--- config.mk ---
export PLATFORM = sky130hd
export DESIGN_NAME = i2s_rx
export DESIGN_NICKNAME = d
export VERILOG_FILES = /design/src/rtl/i2s_pkg.sv /design/src/rtl/i2s_rx_chan.sv /design/src/rtl/i2s_rx.sv
export SDC_FILE = /design/constraint.sdc
export NUM_CORES = 1
export LEC_CHECK = 0
export ABC_AREA = 1
export CAP_MARGIN = 10
export CORE_AREA = 2 2 90 92
export CTS_CLUSTER_DIAMETER = 200
export DETAILED_ROUTE_END_ITERATION = 7
export DIE_AREA = 0 0 92 94
export GPL_ROUTABILITY_DRIVEN = 0
export PLACE_DENSITY_LB_ADDON = 0.2
export RECOVER_POWER = 50
export SYNTH_ARGS = -nofsm -noshare
export SYNTH_HDL_FRONTEND = slang
export SYNTH_HIERARCHICAL = 1
export SYNTH_SLANG_ARGS = --single-unit
export TNS_END_PERCENT = 30
--- constraint.sdc ---
create_clock -name sclk -period 5.5 [get_ports sclk]
set_clock_uncertainty 0.05 [all_clocks]
set_input_delay 0.55 -clock sclk [delete_from_list [all_inputs] [get_ports sclk]]
set_output_delay 0.55 -clock sclk [all_outputs]
set_load 0.02 [all_outputs]
--- src/rtl/i2s_pkg.sv ---
// Shared I2S definitions: receiver FSM states, default slot geometry and
// lrclk channel encoding. Also used by the I2S transmitter.
package i2s_pkg;

  // Default geometry: 32-bit slots carrying 24 MSB-aligned data bits.
  localparam int unsigned DATA_RES_DEF  = 24;
  localparam int unsigned SLOT_BITS_DEF = 32;

  // lrclk level that selects the left channel.
  localparam logic LEFT_CH = 1'b0;

  typedef enum logic [1:0] {
    StSync,
    StLeft,
    StRight
  } i2s_state_e;

  // Slot index counter width; k runs 0..SLOT_BITS+1.
  function automatic int unsigned cnt_width(input int unsigned slot_bits);
    return $clog2(slot_bits + 2);
  endfunction

endpackage

--- src/rtl/i2s_rx_chan.sv ---
// I2S receive bit-slot tracker: slot index counter k (0 on each lrclk edge,
// saturating at SLOT_BITS+1) and an MSB-first shift register that only
// captures sdin while 1 <= k <= DATA_RES.
module i2s_rx_chan
  import i2s_pkg::*;
#(
  parameter int unsigned DATA_RES  = DATA_RES_DEF,
  parameter int unsigned SLOT_BITS = SLOT_BITS_DEF,
  parameter int unsigned CNT_W     = cnt_width(SLOT_BITS)
) (
  input  logic                sclk,
  input  logic                reset,
  input  logic                lr_edge,
  input  logic                sdin,
  output logic [CNT_W-1:0]    k_prev,
  output logic                last_bit,
  output logic [DATA_RES-1:0] word_d,
  output logic [DATA_RES-1:0] word_q
);

  localparam logic [CNT_W-1:0] KSat  = CNT_W'(SLOT_BITS + 1);
  localparam logic [CNT_W-1:0] KLast = CNT_W'(DATA_RES);

  logic [CNT_W-1:0]    cnt_q;
  logic [CNT_W-1:0]    k;
  logic                capture;
  logic [DATA_RES-1:0] shreg_q;

  // Slot index for the current cycle and the capture window.
  always_comb begin
    k = cnt_q;
    if (lr_edge) begin
      k = '0;
    end else if (cnt_q != KSat) begin
      k = cnt_q + CNT_W'(1);
    end
    capture  = (k != '0) && (k <= KLast);
    last_bit = (k == KLast);
    word_d   = capture ? {shreg_q[DATA_RES-2:0], sdin} : shreg_q;
  end

  // Counter and shift register state.
  always_ff @(posedge sclk) begin
    if (reset) begin
      cnt_q   <= '0;
      shreg_q <= '0;
    end else begin
      cnt_q   <= k;
      shreg_q <= word_d;
    end
  end

  // k of the previous cycle; at an edge, this plus one is the closed slot length.
  assign k_prev = cnt_q;
  assign word_q = shreg_q;

endmodule

--- src/rtl/i2s_rx.sv ---
// I2S (Philips) stereo receiver: deserialises left/right words from sdin,
// presents them together with a one-cycle o_valid pulse.
// Optional slot-length checking and resync: define I2S_RX_FRAME_ERR_EN.
module i2s_rx
  import i2s_pkg::*;
#(
  parameter int unsigned DATA_RES  = DATA_RES_DEF,
  parameter int unsigned SLOT_BITS = SLOT_BITS_DEF
) (
  input  logic                sclk,
  input  logic                reset,
  input  logic                lrclk,
  input  logic                i_sdin,
  output logic [DATA_RES-1:0] o_ldout,
  output logic [DATA_RES-1:0] o_rdout,
  output logic                o_valid,
  output logic                o_frame_err
);

  localparam int unsigned CNT_W = cnt_width(SLOT_BITS);

  if (DATA_RES < 2 || DATA_RES + 1 > SLOT_BITS) begin : g_bad_cfg
    $error("i2s_rx: need 2 <= DATA_RES and DATA_RES+1 <= SLOT_BITS");
  end

  logic                lrclk_q;
  logic                lr_edge;
  logic                lr_fall;
  i2s_state_e          state_q, state_d;
  logic [CNT_W-1:0]    k_prev;
  logic                last_bit;
  logic [DATA_RES-1:0] word_d;
  logic [DATA_RES-1:0] word_q;
  logic [DATA_RES-1:0] lhold_q;
  logic                lvalid_q;
  logic                pend_q;
  logic [DATA_RES-1:0] ldout_q;
  logic [DATA_RES-1:0] rdout_q;
  logic                valid_q;

  assign lr_edge = (lrclk != lrclk_q);
  assign lr_fall = lr_edge && (lrclk == LEFT_CH);

  i2s_rx_chan #(
    .DATA_RES  (DATA_RES),
    .SLOT_BITS (SLOT_BITS),
    .CNT_W     (CNT_W)
  ) u_chan (
    .sclk     (sclk),
    .reset    (reset),
    .lr_edge  (lr_edge),
    .sdin     (i_sdin),
    .k_prev   (k_prev),
    .last_bit (last_bit),
    .word_d   (word_d),
    .word_q   (word_q)
  );

`ifdef I2S_RX_FRAME_ERR_EN
  logic short_slot;
  logic len_err;
  logic frame_err_q;

  // Slot-length checks at an edge closing a tracked slot.
  always_comb begin
    short_slot = lr_edge && (state_q != StSync) && (k_prev < CNT_W'(DATA_RES));
    len_err    = lr_edge && (state_q != StSync) && (k_prev != CNT_W'(SLOT_BITS - 1));
  end

  // One-cycle frame error pulse.
  always_ff @(posedge sclk) begin
    if (reset) begin
      frame_err_q <= 1'b0;
    end else begin
      frame_err_q <= len_err;
    end
  end

  assign o_frame_err = frame_err_q;
`else
  // Slot length is not tracked in this build.
  logic unused_k_prev;
  assign unused_k_prev = ^k_prev;
  assign o_frame_err   = 1'b0;
`endif

  // Next-state: only a falling edge leaves SYNC so pairs always start with left.
  always_comb begin
    state_d = state_q;
    case (state_q)
      StSync:  if (lr_fall) state_d = StLeft;
      StLeft:  if (lr_edge && !lr_fall) state_d = StRight;
      StRight: if (lr_fall) state_d = StLeft;
      default: state_d = StSync;
    endcase
`ifdef I2S_RX_FRAME_ERR_EN
    if (short_slot) state_d = StSync;
`endif
  end

  // State register and lrclk edge history.
  always_ff @(posedge sclk) begin
    if (reset) begin
      state_q <= StSync;
      lrclk_q <= 1'b1;
    end else begin
      state_q <= state_d;
      lrclk_q <= lrclk;
    end
  end

  // Left hold: latched at the left LSB, invalidated at every new left slot.
  always_ff @(posedge sclk) begin
    if (reset) begin
      lhold_q  <= '0;
      lvalid_q <= 1'b0;
    end else if (lr_fall) begin
      lvalid_q <= 1'b0;
    end else if (state_q == StLeft && last_bit) begin
      lhold_q  <= word_d;
      lvalid_q <= 1'b1;
    end
  end

  // Present the pair one cycle after the right LSB lands in the shifter.
  always_ff @(posedge sclk) begin
    if (reset) begin
      pend_q  <= 1'b0;
      valid_q <= 1'b0;
      ldout_q <= '0;
      rdout_q <= '0;
    end else begin
      pend_q  <= (state_q == StRight) && last_bit && lvalid_q;
      valid_q <= pend_q;
      if (pend_q) begin
        ldout_q <= lhold_q;
        rdout_q <= word_q;
      end
    end
  end

  assign o_ldout = ldout_q;
  assign o_rdout = rdout_q;
  assign o_valid = valid_q;

endmodule

==> results by group <==
Outcome
  • Status: finished, violations left
  • Failing checks: capacitance limit, slew limit

Clock network
  • Clk_lat worst skew: 0.36 ns
  • Clk root buf: clkbuf_8
  • TritonCTS clock tree: yes
  • CTS H-tree depth: 3
  • Reg clk slew, reported paths: 0.10 ns
  • CTS buffer count: 9
  • Clock sink count: 108
  • Hold Buf Count CTS: 0
  • Max clock buf depth: 2
  • PostCTS Resize Cnt: 0
  • Setup bufs post-CTS: 0

Finish
  • Ant diodes: 0
  • Final-layout fill cell count: 679
  • Layout net count: 670
  • Area growth syn-to-layout: 14.1%
  • Fraction of final layout cells sized beyond drive strength 1: 4.35%

GRT
  • GRT Util Overall: 23.2%
  • Number of global-route vias before repair: 3639
  • Largest net degree at the start of global routing: 77
  • Total grt overflow: 0
  • Initial antenna violation count: 0
  • First-pass GRT wire length: 16300 um

Job
  • # Max-Cap Violations: 1

Power and ir drop
  • Cell Pwr Density: 294 nW/um2
  • Pleak: 2.68 nW
  • Worst VDD drop: 0.205 mV

Floorplanning
  • Die Span Y: 94 um
  • IO Count: 54
  • FP Rows: 32
  • Core Area: 7610 um2
  • Die span in x: 92 um
  • Die Footprint: 8650 um2
  • Initial core utilization: 59.3%

Synth
  • Synth cell types: 23
  • Avg Cell Area, Syn: 7.13 um2
  • Register bit count reported by yosys: 108
  • Synth cell count leaders: nor2_1, dfxtp_1, inv_1, nand2_1, o21ai_0
  • Post-synth net total: 641
  • Post-synth top area cell: dfxtp_1
  • Syn. warnings: 6
  • Sequential fraction of the synthesis area: 47.9%
  • Synth top area share: 47.9%
  • Cell Area, Synth: 4510 um2
  • Post-synth EDFFs: 0
  • Primary FF master, synth: dfxtp_1
  • Synth async-reset ratio: 0%
  • Most frequent cell after synthesis: nor2_1
  • Dominant cells by area after synthesis: dfxtp_1, nor2_1, inv_1
  • Synthesized instance count: 633

STA
  • Setup-failing EPs final: 0
  • Hold_ws: 0.414 ns
  • Slew Limit Fails: 77
  • Relative slew slack: -21.9%
  • RSZ-0062 raised after global routing: false
  • Worst-margin pin slew: 1.83 ns
  • Max Freq: 264 MHz
  • Post-route clock period utilization: 68.8%
  • Setup TNS Final: 0 ns
  • Final min period: 3.78 ns
  • Final Hold Viols: 0

Drt
  • Routed len/inst: 11.9 um
  • Total number of vias: 3872
  • Detailed-route vias per instance: 5.04
  • Total wire length: 9160 um
  • Initial DRC Count: 264
  • DR DRC count: 0
  • Drt first pass iters: 5
  • Routed Antenna Nets: 0

Setup path
  • Kind of critical path: in2reg
  • CP max stage delay: 1.28 ns
  • Worst Path Required: 5.70 ns
  • Worst path top cell family by delay: buffers and inverters
  • Slowest-stage cell, CP: inv_1
  • CP cell instances: dlygate4sd3_1 -> clkbuf_1 -> inv_1 -> nand3_1 -> o21ai_0
  • Crit path capture type: flip-flop
  • Arrival time worst endpoint: 3.98 ns
  • Worst-path fanout max: 76
  • CP Launch Type: primary input
  • WP buf/inv: 3

Min path
  • Min-delay worst type: reg2reg

Place
  • Dpl hpwl: 6120 um
  • IO buf count: 52
==> state kept, by name, summed over array words and instances, names as in the netlist <==
register       cells
state_q            2
lrclk_q            1
o_ldout           24
o_rdout           24
lhold_q           24
u_chan/word_q     24
u_chan/k_prev      6
o_valid            1
lvalid_q           1
pend_q             1
==> worst register-to-register path, delay by kind of cell (launching register included) <==
| kind | cells | cell delay (ns) |
|---|---|---|
| simple gates | 9 | 1.38 |
| flops | 1 | 0.44 |
| compound gates | 1 | 0.57 |
| buf+inv | 1 | 0.27 |
==> power breakdown <==
part / internal, W / leakage, nW / switching [W]
Sequential: 0.000810 / 0.875 / 0.0000169
Clock: 0.000217 / 0.0980 / 0.000276
Combinational: 0.0000565 / 1.71 / 0.000137
==> stage by stage <==
step	instance area (um2)	setup WS (ns)	std cells	total power [W]	utilization, %
3_5_place_dp	4950	2.22	753	0.00103	65.0
3_3_place_gp	4950	2.37	753	0.00103	65.0
4_1_cts	5150	2.60	769	0.00152	67.8
6_report	5150	1.72	769	0.00151	67.7
2_1_floorplan	4510	3.23	633	0.00100	-
5_1_grt	5150	1.25	769	0.00159	67.7
==> routing by layer <==
| metal | track usage, % | wire, um | vias up |
|---|---|---|---|
| met5 | 0 | 0 | - |
| met4 | 9.58 | 256 | 0 |
| met3 | 3.85 | 361 | 25 |
| met2 | 38.0 | 4110 | 112 |
| met1 | 30.6 | 4430 | 1732 |
| li1 | - | - | 2003 |
==> cells by family after synthesis <==
| family | Yosys count | synth area share (%) |
|---|---|---|
| xor gates and xnor gates | 1 | 0.194 |
| other | 1 | 0.0831 |
| adders and majority gates | 4 | 1.11 |
| AOI/OAI and AO/OA | 52 | 6.02 |
| and+or+nand+nor | 339 | 31.9 |
| buffers and inverters | 128 | 12.8 |
| DFF | 108 | 47.9 |
==> layout make-up <==
type	instances	area (um2)	share of cell area, %
Clock buffer	9	124	2.40
Clock inverter	7	82.6	1.60
Inverter	91	342	6.63
Multi-Input combinational cell	397	1770	34.4
Sequential cell	108	2160	42.0
Tap cell	102	128	2.48
Timing Repair Buffer	55	539	10.5
==> worst paths after layout <==
path                                       start         end  slack [ns]  cells past startpoint
worst max-delay path                       reset  state_q[1]        1.72                      5
worst min-delay path                    lvalid_q    lvalid_q        0.41                      2
worst max register to register  u_chan/k_prev[2]  lhold_q[7]        2.73                     11
worst min register to register          lvalid_q    lvalid_q        0.41                      2
==> cells in the final DEF, fill, tap and decap left out <==
cell             instances
nand4_1                 30
nor3_1                   1
conb_1                   1
o21ai_0                 49
xor2_1                   1
nand3_1                 35
clkinv_4                 2
inv_2                    4
a21oi_1                  2
clkbuf_8                 9
dlygate4sd3_1           50
inv_8                    1
clkbuf_1                 1
nand3_4                  2
dfxtp_1                108
ha_1                     4
nand2_2                  1
nand2_1                 86
o21ai_4                  1
bufinv_16                1
clkinvlp_4               2
nor2_1                 181
inv_1                   87
nor2_4                   2
nor2_2                   1
inv_6                    1
buf_4                    2
clkdlybuf4s50_1          2
Power figures use the tool's default switching activity.
